File: src/rtl/datapath_ctrl_pkg.sv
// Shared constants, state encoding and payload types for the datapath controller.
package datapath_ctrl_pkg;

    localparam int unsigned DATA_W = 16;
    localparam int unsigned REG_AW = 3;

    // ALU operation codes, identical to the ALU's own encoding
    localparam logic [1:0] ALU_ADD = 2'b00;
    localparam logic [1:0] ALU_SUB = 2'b01;
    localparam logic [1:0] ALU_AND = 2'b10;
    localparam logic [1:0] ALU_NOT = 2'b11;

    // Major opcodes and MOV sub-opcodes
    localparam logic [2:0] OPC_MOV    = 3'b110;
    localparam logic [2:0] OPC_ALU    = 3'b101;
    localparam logic [1:0] OP_MOV_REG = 2'b00;
    localparam logic [1:0] OP_MOV_IMM = 2'b10;

    // Writeback source select
    localparam logic [1:0] VSEL_C   = 2'b00;
    localparam logic [1:0] VSEL_IMM = 2'b01;

    typedef enum logic [2:0] {
        S_WAIT = 3'd0,
        S_DEC  = 3'd1,
        S_GETA = 3'd2,
        S_GETB = 3'd3,
        S_ALU  = 3'd4,
        S_WRC  = 3'd5,
        S_WRI  = 3'd6
    } state_t;

    // Instruction word split into its fields (MSB first)
    typedef struct packed {
        logic [2:0]        opc;
        logic [1:0]        op;
        logic [REG_AW-1:0] rn;
        logic [REG_AW-1:0] rd;
        logic [1:0]        sh;
        logic [REG_AW-1:0] rm;
    } instr_t;

    // Registered control word driven to the datapath
    typedef struct packed {
        logic              ready;
        logic              err;
        logic [REG_AW-1:0] readnum;
        logic [REG_AW-1:0] writenum;
        logic              write;
        logic              loada;
        logic              loadb;
        logic              loadc;
        logic              loads;
        logic              asel;
        logic              bsel;
        logic [1:0]        vsel;
        logic [1:0]        shift;
        logic [1:0]        aluop;
    } ctrl_t;

    // True for the six instructions the controller knows how to sequence
    function automatic logic instr_legal(input instr_t f);
        return (f.opc == OPC_ALU) ||
               ((f.opc == OPC_MOV) && ((f.op == OP_MOV_IMM) || (f.op == OP_MOV_REG)));
    endfunction

endpackage

File: src/rtl/datapath_ctrl_instr_dec.sv
// Field extraction, legality and immediate sign extension for the held instruction.
module datapath_ctrl_instr_dec
    import datapath_ctrl_pkg::*;
(
    input  logic [DATA_W-1:0] ir,
    output instr_t            fields_c,
    output logic              legal_c,
    output logic [DATA_W-1:0] sximm8_c,
    output logic [DATA_W-1:0] sximm5_c
);

    assign fields_c = instr_t'(ir);
    assign legal_c  = instr_legal(instr_t'(ir));
    assign sximm8_c = {{(DATA_W - 8){ir[7]}}, ir[7:0]};
    assign sximm5_c = {{(DATA_W - 5){ir[4]}}, ir[4:0]};

endmodule

File: src/rtl/datapath_ctrl.sv
// Multi-cycle Moore controller sequencing register file, A/B/C/status loads and ALU.
module datapath_ctrl
    import datapath_ctrl_pkg::*;
(
    input  logic              clk,
    input  logic              reset_n,
    input  logic              start,
    input  logic [DATA_W-1:0] instr,
    output logic              ready,
    output logic              err,
    output logic [REG_AW-1:0] readnum,
    output logic [REG_AW-1:0] writenum,
    output logic              write,
    output logic              loada,
    output logic              loadb,
    output logic              loadc,
    output logic              loads,
    output logic              asel,
    output logic              bsel,
    output logic [1:0]        vsel,
    output logic [1:0]        shift,
    output logic [1:0]        ALUop,
    output logic [DATA_W-1:0] sximm8,
    output logic [DATA_W-1:0] sximm5
);

    state_t            state;
    state_t            state_nxt;
    logic [DATA_W-1:0] ir;
    logic [DATA_W-1:0] ir_nxt;
    instr_t            f;
    logic              legal;
    logic              is_cmp;
    ctrl_t             ctrl_q;
    ctrl_t             ctrl_nxt;

    datapath_ctrl_instr_dec u_instr_dec (
        .ir       (ir),
        .fields_c (f),
        .legal_c  (legal),
        .sximm8_c (sximm8),
        .sximm5_c (sximm5)
    );

    assign is_cmp = (f.opc == OPC_ALU) && (f.op == ALU_SUB);

    // Next state and instruction capture; start is only honoured while waiting
    always_comb begin
        state_nxt = state;
        ir_nxt    = ir;
        unique case (state)
            S_WAIT: begin
                if (start) begin
                    ir_nxt    = instr;
                    state_nxt = S_DEC;
                end
            end
            S_DEC: begin
                if (!legal) begin
                    state_nxt = S_WAIT;
                end else if (f.opc == OPC_MOV) begin
                    state_nxt = (f.op == OP_MOV_IMM) ? S_WRI : S_GETB;
                end else if (f.op == ALU_NOT) begin
                    state_nxt = S_GETB;
                end else begin
                    state_nxt = S_GETA;
                end
            end
            S_GETA:  state_nxt = S_GETB;
            S_GETB:  state_nxt = S_ALU;
            S_ALU:   state_nxt = is_cmp ? S_WAIT : S_WRC;
            S_WRC:   state_nxt = S_WAIT;
            S_WRI:   state_nxt = S_WAIT;
            default: state_nxt = S_WAIT;
        endcase
    end

    // Control word for the state being entered, so every output comes straight
    // from a flop. The held IR fields are valid for every state past S_DEC; on
    // entry to S_DEC the word is fresh, so err is judged on the captured value.
    always_comb begin
        ctrl_nxt = '0;
        unique case (state_nxt)
            S_WAIT: ctrl_nxt.ready = 1'b1;
            S_DEC:  ctrl_nxt.err   = !instr_legal(instr_t'(ir_nxt));
            S_GETA: begin
                ctrl_nxt.readnum = f.rn;
                ctrl_nxt.loada   = 1'b1;
            end
            S_GETB: begin
                ctrl_nxt.readnum = f.rm;
                ctrl_nxt.loadb   = 1'b1;
            end
            S_ALU: begin
                ctrl_nxt.shift = f.sh;
                if (f.opc == OPC_MOV) begin
                    ctrl_nxt.aluop = ALU_ADD;
                    ctrl_nxt.asel  = 1'b1;
                end else begin
                    ctrl_nxt.aluop = f.op;
                end
                if (is_cmp) begin
                    ctrl_nxt.loads = 1'b1;
                end else begin
                    ctrl_nxt.loadc = 1'b1;
                end
            end
            S_WRC: begin
                ctrl_nxt.vsel     = VSEL_C;
                ctrl_nxt.writenum = f.rd;
                ctrl_nxt.write    = 1'b1;
            end
            S_WRI: begin
                ctrl_nxt.vsel     = VSEL_IMM;
                ctrl_nxt.writenum = f.rn;
                ctrl_nxt.write    = 1'b1;
            end
            default: ctrl_nxt = '0;
        endcase
    end

    // State, instruction register and control word; reset aborts any pending write
    always_ff @(posedge clk or negedge reset_n) begin
        if (!reset_n) begin
            state        <= S_WAIT;
            ir           <= '0;
            ctrl_q       <= '0;
            ctrl_q.ready <= 1'b1;
        end else begin
            state  <= state_nxt;
            ir     <= ir_nxt;
            ctrl_q <= ctrl_nxt;
        end
    end

    assign ready    = ctrl_q.ready;
    assign err      = ctrl_q.err;
    assign readnum  = ctrl_q.readnum;
    assign writenum = ctrl_q.writenum;
    assign write    = ctrl_q.write;
    assign loada    = ctrl_q.loada;
    assign loadb    = ctrl_q.loadb;
    assign loadc    = ctrl_q.loadc;
    assign loads    = ctrl_q.loads;
    assign asel     = ctrl_q.asel;
    assign bsel     = ctrl_q.bsel;
    assign vsel     = ctrl_q.vsel;
    assign shift    = ctrl_q.shift;
    assign ALUop    = ctrl_q.aluop;

endmodule

File: config.mk
export PLATFORM = sky130hd
export DESIGN_NAME = datapath_ctrl
export DESIGN_NICKNAME = d
export VERILOG_FILES = /design/src/rtl/datapath_ctrl_pkg.sv /design/src/rtl/datapath_ctrl_instr_dec.sv /design/src/rtl/datapath_ctrl.sv
export SDC_FILE = /design/constraint.sdc
export NUM_CORES = 1
export LEC_CHECK = 0
export BUFFER_PORTS_ARGS = -buffer_cell sky130_fd_sc_hd__buf_2
export CAP_MARGIN = 40
export CORE_ASPECT_RATIO = 1.1
export CORE_MARGIN = 2
export CORE_UTILIZATION = 30
export DETAILED_ROUTE_END_ITERATION = 12
export GPL_TIMING_DRIVEN = 1
export PLACE_DENSITY = 0.67
export SYNTH_ARGS = -nofsm -noshare
export SYNTH_HDL_FRONTEND = slang
export SYNTH_SLANG_ARGS = --single-unit
File: constraint.sdc
create_clock -name clk -period 1.5 [get_ports clk]
set_input_delay 0.3 -clock clk [delete_from_list [all_inputs] [get_ports clk]]
set_output_delay 0.3 -clock clk [all_outputs]
set_load 0.02 [all_outputs]
==> results of run 1 <==
final timing paths:
| check | from | to | cells past startpoint |
|---|---|---|---|
| worst min-delay path | instr[15] | err | 2 |
| worst max register to register | ir[11] | readnum[2] | 4 |
| worst min register to register | ir[5] | writenum[0] | 1 |
| worst max-delay path | ir[11] | readnum[2] | 4 |
| max in group asynchronous | reset_n | ir[12] | 3 |
| min in group asynchronous | reset_n | readnum[0] | 2 |
flip-flops by register name (all words and copies together), names as in the netlist, 2 cells and up:
name,count
ALUop,2
ir,16
readnum,3
shift,2
state,3
writenum,3
Yosys cell counts, types with 2 or more instances:
| cell type | count |
|---|---|
| nor3_1 | 2 |
| nor3b_1 | 2 |
| mux2_2 | 17 |
| and2_1 | 2 |
| a22o_1 | 3 |
| nor2_1 | 4 |
| a32o_1 | 3 |
| nand2_1 | 2 |
| o211ai_1 | 2 |
| dfrtp_1 | 37 |
| nor2b_1 | 3 |
| nor4b_1 | 2 |
| nand3b_1 | 2 |
| buf_4 | 35 |
| and3_1 | 4 |
| a21oi_1 | 2 |
layer usage:
metal / routed length (µm) / vias to the layer above / global-route usage (%) / part of all wire (%)
li1: - / 580 / - / -
met1: 1433 / 589 / 13.08 / 39
met2: 1909 / 55 / 20.41 / 52
met3: 292 / 6 / 3.788 / 7.9
met4: 57 / 0 / 4.463 / 1.5
met5: 0 / - / 0 / 0
power by group:
part           switching [mW]  internal [mW]
sequential              0.362           1.43
combinational            1.58           1.47
clock                   0.352          0.709
what timing repair did:
action	CTS	global route
resized for setup	9	8
pin swaps	2	3
buffers inserted	2	2
hold endpoints to repair	13	0
setup endpoints to repair	13	28
hold buffers	1	0
cells in the final DEF (no fill, tap or decap), drive strengths merged, types with 2 or more instances in the layout:
master	count
conb	2
nor2	5
a21oi	2
mux2	17
clkbuf	6
nor2b	3
bufinv	2
nor4b	3
nor3b	2
and3	4
o211ai	2
a22o	3
buf	92
nand2	2
and2	2
a32o	3
nand3b	2
nor3	2
dfrtp	37
through the flow:
stage	instances	setup WS [ns]	setup TNS (ns)
global route	281	-0.1673	-2.206
CTS	279	-0.05867	-0.1982
global placement	268	-0.03827	-0.1117
finish	281	-0.09559	-0.5637
floorplan	140	-0.05205	-0.5693
detailed placement	268	-0.1218	-0.4377
final cells by class:
cell class	instances	area share, %
clock buffer	6	3.461
inverter	1	0.1573
tap	77	4.038
clock inverter	2	2.517
timing repair buffer	93	23.96
multi-input combinational	64	25.85
sequential	38	40.01
worst register-to-register path: stages, from the launching register on:
cell and delay [ns]:
dfrtp_1 0.42, nand2b_1 0.17, or4_4 0.51, o211a_4 0.17, a32o_1 0.21
logic make-up (layout without fill, tap and decap cells):
group,after synthesis,after routing,share of synthesized area [%]
AOI/OAI and AO/OA,15,15,6.791
buffers and inverters,38,102,15.72
DFF,38,38,54.40
muxes,17,17,10.94
other,1,2,0.2142
and+or+nand+nor,30,30,11.94
==> reports/summary.txt, run 1 <==
CP cell instances: nand2b_1 -> or4_4 -> o211a_4 -> a32o_1
Sequential area share after synthesis: 54.40%
Vias in the first global route: 1,150
Cell count after synthesis: 139
TritonRoute pass-1 iters: 4
Largest net degree at the start of global routing: 25
Top cell type by total area after synthesis: dfrtp_1
Fraction of layout cells with a size suffix above 1: 64.22%
Fin. max-slew vios: 0
Layout Utilization: 41.88%
Pwr Total: 5.895 mW
CTS tree: yes
GRT Total Usage: 11.63%
# port buffers: 69
HP Class: input pin to register
Die width: 76.83 µm
Ys flop type: dfrtp_1
R2R setup slack: -0.1 ns
Max clock buf depth: 2
Synth top area share: 52.89%
Setup violations, final: 15
Starting density of the core: 30.73%
Layout fillers: 529
IO Pins: 72
Max stage delay on crit path: 0.51 ns
GP Congestion: 0.8059
Cell Area, Synth: 1750 µm²
Ranking of synthesized cells by area: dfrtp_1 (53%), buf_4 (15%), mux2_2 (11%), a32o_1 (1.7%), dfstp_2 (1.5%)
Ant diodes: 0
Async SR Flop Fraction: 100.0%
Routed vias: 1,230
Vias/cell: 4.377
Initial antenna violation count: 0
Drt first-iter violations: 84
Synth warnings: 0
Endpoints failing hold: 0
Buf+Inv Stages, Crit Path: 0
# nets final: 222
Core footprint: 5697 µm²
Post-synthesis cell type count: 33
Clk sinks: 38
Hold slack: 0.2127 ns
CTS H-tree lvls: 2
Syn avg cell area: 12.59 µm²
Type of origin of the critical path: register
DRT Wirelength: 3.692 mm
Crit. End Element: register
Number of flops mapped to enable cells by yosys: 0
Kind of critical path: register to register
Final min period: 1.596 ns
Max Cap Viol: 0
Req. time, crit path: 1.68 ns
Worst Skew: 0.003560 ns
CP top delay family: simple AND/OR/NAND/NOR gates
Max VDD drop: 0.001072 V
Total die area: 6463 µm²
Worst-path clk slew: 0.07 ns
Placed cell areas: 2135 µm²
Status: finished, violations left
Area Growth Syn to Fin: 36.31%
DPL Wire Length: 2.729 mm
Final instance area: 2386 µm²
Die height: 84.12 µm
Pleak: 1.247 nW
CP Max Fanout: 5
Gr ovfl total: 0
Crit path DAT: 1.78 ns
Failing checks: setup timing
Root Driver: clkbuf_8
Flops & latches, synth: 38
First-pass GRT wire length: 5.768 mm
Pwr per Cell Area: 2471 nW/µm²
Peak Freq: 0.6267 GHz
Reg area: 954.7 µm²
Final period utilization: 106.4%
Rows: 29
Footprint of the multi-input gates: 616.8 µm²
Antenna-violating nets left: 0
Drt wl/cell: 13.14 µm
Fin worst setup slack: -0.09559 ns
Slowest-stage cell, CP: or4_4
Clk Latency, worst-skew pair: 0.29 ns
Unrepaired setup endpoints after global routing: true
Total CTS buffers: 5
DRC viols: 0
No activity file was read; power rests on OpenSTA's default activity.
==> run 2: changes to the inputs <==
--- a/config.mk
+++ b/config.mk
@@ -5,6 +5,7 @@
 export SDC_FILE = /design/constraint.sdc
 export NUM_CORES = 1
 export LEC_CHECK = 0
+export ABC_AREA = 1
 export BUFFER_PORTS_ARGS = -buffer_cell sky130_fd_sc_hd__buf_2
 export CAP_MARGIN = 40
 export CORE_ASPECT_RATIO = 1.1
==> reports/summary.txt, run 2 <==
Switching pwr: 2.166 mW (-5.6%)
Total CTS buffers: 5 (unchanged)
Most frequent cell after synthesis: nand2_1
Clock share of power: 14.5% (-3.5 points)
Sw Share: 47.00% (+8.1 points)
Sequential area share after synthesis: 54.20% (-0.19 points)
Most frequent cells in the layout: buf_2 (69), nand2_1 (45), dfrtp_1 (36)
Type of origin of the critical path: register
Max FFs per register: 16 (unchanged)
Max VDD drop: 0.0006239 V (-42%)
Setup violations, final: 0 (-15)
Final instance area: 2077 µm² (-13%)
Fraction of layout cells with a size suffix above 1: 38.17% (-26 points)
Fin cells: 318 (+13%)
Clk sinks: 38 (unchanged)
Vias in the first global route: 1,193 (+3.7%)
Post-synth top cells: nand2_1 (45), dfrtp_1 (37), buf_4 (34)
Ranking of synthesized cells by area: dfrtp_1 (53%), buf_4 (15%), nand2_1 (9.6%), inv_1 (4.7%), o21ai_0 (3.4%)
Crit path DAT: 1.62 ns (-0.16 ns)
Antenna-violating nets left: 0 (unchanged)
Largest net degree at the start of global routing: 22 (-12%)
Pwr per Cell Area: 2219 nW/µm² (-10%)
HP Class: input pin to register
First-pass GRT wire length: 5.671 mm (-1.7%)
Max clock buf depth: 2 (unchanged)
Gr ovfl total: 0 (unchanged)
Total die area: 6484 µm² (+0.34%)
Routed vias: 1,288 (+4.7%)
Worst Skew: 0.01077 ns (+0.007208 ns)
# nets final: 259 (+17%)
Placed cell areas: 1981 µm² (-7.2%)
Drt first-iter violations: 62 (-26%)
Post-route setup TNS: 0 ns (+0.5637 ns)
Endpoints failing hold: 0 (unchanged)
Clk Latency, worst-skew pair: 0.29 ns (about the same)
Leading cell type in the layout, fill and taps excluded: buf_2
Top cell type by total area after synthesis: dfrtp_1
Inst Count DP: 309 (+15%)
Synth warnings: 0 (unchanged)
Root Driver: clkbuf_8
Post-synthesis cell type count: 23 (-30%)
# port buffers: 69 (unchanged)
Starting density of the core: 30.84% (+0.11 points)
Max Cap Viol: 0 (unchanged)
Final min period: 1.393 ns (-0.2030 ns)
Logic pwr share: 49.0% (-2.7 points)
Synth top area share: 52.71% (-0.19 points)
Vias/cell: 4.050 (-7.5%)
Ant diodes: 0 (unchanged)
TritonRoute pass-1 iters: 4 (unchanged)
Cell count after synthesis: 192 (+38%)
Kind of critical path: register to register
Number of flops mapped to enable cells by yosys: 0 (unchanged)
GRT Total Usage: 11.52% (-0.12 points)
Flops & latches, synth: 38 (unchanged)
Fin. max-slew vios: 0 (unchanged)
Drt wl/cell: 11.30 µm (-14%)
Syn avg cell area: 9.149 µm² (-27%)
CTS tree: yes
Crit. End Element: register
Final period utilization: 92.84% (-14 points)
Unrepaired setup endpoints after global routing: true
Worst-path clk slew: 0.07 ns (about the same)
Pleak: 1.212 nW (-2.8%)
CP Max Fanout: 5 (unchanged)
Status: finished clean
Largest Register: ir
Rows: 29 (unchanged)
Cell Area, Synth: 1757 µm² (+0.36%)
Core footprint: 5697 µm² (unchanged)
Req. time, crit path: 1.73 ns (+0.05 ns)
Int Power: 2.443 mW (-32%)
IO Pins: 72 (unchanged)
Sequential fraction of design power: 36.5% (+6.2 points)
Async SR Flop Fraction: 100.0% (unchanged)
Die width: 76.96 µm (+0.17%)
DPL Wire Length: 2.752 mm (+0.88%)
Peak Freq: 0.7181 GHz (+15%)
Ys flop type: dfrtp_1
Initial antenna violation count: 0 (unchanged)
CTS H-tree lvls: 2 (unchanged)
Area Growth Syn to Fin: 18.23%
DRC viols: 0 (unchanged)
DRT Wirelength: 3.594 mm (-2.7%)
Die height: 84.26 µm (+0.17%)
GP Congestion: 0.7506 (-6.9%)
-- run 2: per-layer routing --
metal | share of wire, % | GRT usage (%)
met2 | 49 | 18.34
met4 | 1.8 | 4.959
met3 | 6.9 | 4.731
met1 | 42 | 13.73
met5 | 0 | 0
-- run 2: critical path: stages, from the launching register on --
cell and delay (ns):
dfrtp_1 0.36, inv_1 0.11, nor2_1 0.16, nand2_2 0.12, nand2_4 0.11, nand3_4 0.10
nor2_1 0.18, nand3_1 0.11, nand2_1 0.07
-- run 2: cell families (layout without fill, tap and decap cells) --
family	count (synthesis)	after routing	share of synthesized area [%]
and+or+nand+nor	73	73	19.02
buffers and inverters	60	108	20.51
DFF	38	38	54.20
AOI/OAI and AO/OA	20	20	6.055
other	1	2	0.2135
-- run 2: cell type report --
type / instances / area, µm²
fill: 600 / 3620
sequential: 38 / 953.4
multi-input combinational: 95 / 452.9
timing repair buffer: 77 / 407.9
tap: 77 / 96.34
inverter: 23 / 86.33
clock buffer: 8 / 80.08
-- run 2: power by group through the flow --
| stage | Sequential [mW] | Combinational [mW] | Clock, mW |
|---|---|---|---|
| after global placement | 1.69 | 2.23 | 0 |
| after floorplan | 1.80 | 1.94 | 0 |
| after CTS | 1.68 | 2.27 | 0.688 |
| after global routing | 1.74 | 2.48 | 0.742 |
| final | 1.68 | 2.26 | 0.670 |
| after detailed placement | 1.69 | 2.26 | 0 |
-- run 2: path summary, 6_finish.rpt --
path                       slack, ns  cells past startpoint      from          to
min reg2reg                     0.53                      2     ir[9]  readnum[1]
max in group asynchronous       0.62                      3   reset_n    shift[0]
max                             0.11                      8    ir[11]  readnum[0]
max reg2reg                     0.11                      8    ir[11]  readnum[0]
min in group asynchronous       0.39                      2   reset_n      ir[15]
min                             0.20                      3  instr[2]       ir[2]
-- run 2: timing repair --
action	CTS	global route
hold endpoints to repair	7	0
buffers inserted	0	0
hold buffers	1	0
gates resized for setup	0	3
endpoints found under the setup margin	0	4
-- run 2: metrics by stage --
stage	worst slack, ns	total power, mW	hold WS (ns)	utilization [%]
floorplan	0.2457	3.739	0.004409	-
global placement	0.1253	3.913	0.1662	34.77
detailed placement	0.07474	3.955	0.1748	34.77
CTS	0.05378	4.641	0.1947	36.35
global route	-0.002329	4.957	0.2036	36.46
finish	0.1074	4.609	0.2010	36.46
==> run 3: changes to the inputs <==
--- a/config.mk
+++ b/config.mk
@@ -14,6 +14,7 @@
 export DETAILED_ROUTE_END_ITERATION = 12
 export GPL_TIMING_DRIVEN = 1
 export PLACE_DENSITY = 0.67
+export RECOVER_POWER = 100
 export SYNTH_ARGS = -nofsm -noshare
 export SYNTH_HDL_FRONTEND = slang
 export SYNTH_SLANG_ARGS = --single-unit
==> reports/summary.txt, run 3 (synthesis gave the netlist of run 2 again) <==
Status: finished clean
Hold slack: 0.2016 ns (+0.0006530 ns)
Final min period: 1.393 ns (+0.00008100 ns)
Largest net degree at the start of global routing: 22 (unchanged)
Sequential fraction of design power: 37.6% (+1.1 points)
Crit path DAT: 1.62 ns (about the same)
Most frequent cells in the layout: nand2_1 (45), clkbuf_1 (43), dfrtp_1 (36)
Antenna-violating nets left: 0 (unchanged)
Type of origin of the critical path: register
GRT Total Usage: 11.52% (unchanged)
Post-route setup TNS: 0 ns (unchanged)
Vias/cell: 4.082 (+0.78%)
CP Max Fanout: 5 (unchanged)
Fraction of layout cells with a size suffix above 1: 21.58% (-17 points)
Switching pwr: 2.188 mW (+1.0%)
R2r endpoint: readnum[0]
DRT Wirelength: 3.609 mm (+0.42%)
Req. time, crit path: 1.73 ns (about the same)
R2R setup slack: 0.11 ns (about the same)
Routed vias: 1,298 (+0.78%)
Hold path depth: 3 (unchanged)
Ant diodes: 0 (unchanged)
DRC viols: 0 (unchanged)
Reg area: 953.4 µm² (unchanged)
Logic pwr share: 47.6% (-1.4 points)
DPL Wire Length: 2.752 mm (unchanged)
Drt wl/cell: 11.35 µm (+0.42%)
Starting density of the core: 30.84% (unchanged)
Vias in the first global route: 1,193 (unchanged)
Die width: 76.96 µm (unchanged)
Worst Skew: 0.01081 ns (+0.00003780 ns)
HP Class: input pin to register
Slew HR: 64.28%
Top cell by count, worst path: nor2_1
Footprint of the multi-input gates: 452.9 µm² (unchanged)
IO Pins: 72 (unchanged)
Slowest-stage cell, CP: dfrtp_1
Leading cell type in the layout, fill and taps excluded: nand2_1
Post-CTS Setup Bufs: 0 (unchanged)
Worst Tran Pin Value: 0.5358 ns
Pleak: 1.063 nW (-12%)
Core footprint: 5697 µm² (unchanged)
Sw Share: 48.39% (+1.4 points)
Kind of critical path: register to register
Worst hold path startpoint: instr[2]
# port buffers: 69 (unchanged)
Drt first-iter violations: 63 (+1.6%)
GP Congestion: 0.7506 (unchanged)
Clk sinks: 38 (unchanged)
Unrepaired setup endpoints after global routing: true
Clk Latency, worst-skew pair: 0.29 ns (about the same)
Endpoints failing hold: 0 (unchanged)
Max VDD drop: 0.0006059 V (-2.9%)
Area Growth Syn to Fin: 14.96%
Max FFs per register: 16 (unchanged)
Int Power: 2.333 mW (-4.5%)
Crit. End Element: register
Gr ovfl total: 0 (unchanged)
Final period utilization: 92.85% (about the same)
CP cell instances: inv_1 -> nor2_1 -> nand2_2 -> nand2_4 -> nand3_4 -> nor2_1 -> nand3_1 -> nand2_1
CTS tree: yes
Peak Freq: 0.7180 GHz (about the same)
First-pass GRT wire length: 5.671 mm (unchanged)
Clock share of power: 14.8% (+0.3 points)
Pwr Total: 4.521 mW (-1.9%)
Largest Register: ir
Max stage delay on crit path: 0.36 ns (about the same)
Max Cap Viol: 0 (unchanged)
# nets final: 259 (unchanged)
Root Driver: clkbuf_8
Worst-path clk slew: 0.07 ns (about the same)
R2R cell count: 8 (unchanged)
Die height: 84.26 µm (unchanged)
Worst Hold End: ir[2]
Max clock buf depth: 2 (unchanged)
Total CTS buffers: 5 (unchanged)
Total die area: 6484 µm² (unchanged)
Pwr per Cell Area: 2239 nW/µm² (+0.90%)
Rows: 29 (unchanged)
CTS H-tree lvls: 2 (unchanged)
R2r startpoint: ir[11]
TritonRoute pass-1 iters: 4 (unchanged)
Fin. max-slew vios: 0 (unchanged)
Setup violations, final: 0 (unchanged)
Initial antenna violation count: 0 (unchanged)
Layout fillers: 617 (+2.8%)
Layout Utilization: 35.45% (-1.0 points)
## run 3: final cells by class
| cell class | count | area share [%] |
|---|---|---|
| sequential | 38 | 47.21 |
| multi-input combinational | 95 | 22.43 |
| timing repair buffer | 77 | 17.35 |
| tap | 77 | 4.771 |
| inverter | 23 | 4.275 |
| clock buffer | 8 | 3.965 |
## run 3: power by group through the flow
stage          clock network (mW)  logic, mW  registers, mW
6_report                    0.669       2.15           1.70
5_1_grt                     0.742       2.37           1.76
4_1_cts                     0.688       2.27           1.68
3_5_place_dp                    0       2.26           1.69
3_3_place_gp                    0       2.23           1.69
2_1_floorplan                   0       1.94           1.80
## run 3: worst max path at each step
stage	from	end	slack [ns]	cells after the start
floorplan	state[1]	readnum[0]	0.25	6
global placement	start	err	0.13	8
detailed placement	state[1]	readnum[0]	0.07	6
CTS	state[1]	readnum[0]	0.05	6
global route	ir[11]	readnum[0]	-0.002	8
finish	ir[11]	readnum[0]	0.11	8
## run 3: repair_timing
item / 4_1_cts / 5_1_grt
endpoints found under the setup margin: 0 / 4
hold buffers: 1 / 0
gates resized for setup: 0 / 3
hold endpoints to repair: 7 / 0
## run 3: metal layers
layer	track usage, %	vias up	part of all wire [%]
met5	0	-	0
met4	4.959	0	1.8
met3	4.731	6	6.9
met2	18.34	38	49
met1	13.73	600	42
li1	-	654	-
## run 3: worst max-delay path, delay by kind of cell (launching register included)
family	cells	cell delay [ns]
buf+inv	1	0.11
flops	1	0.36
simple gates	7	0.85
## run 3: through the flow
| step | setup slack (ns) | std cells | instance area (µm²) |
|---|---|---|---|
| 6_report | 0.1073 | 318 | 2019 |
| 4_1_cts | 0.05378 | 318 | 2071 |
| 5_1_grt | -0.002329 | 318 | 2019 |
| 2_1_floorplan | 0.2457 | 193 | 1760 |
| 3_5_place_dp | 0.07474 | 309 | 1981 |
| 3_3_place_gp | 0.1253 | 309 | 1981 |
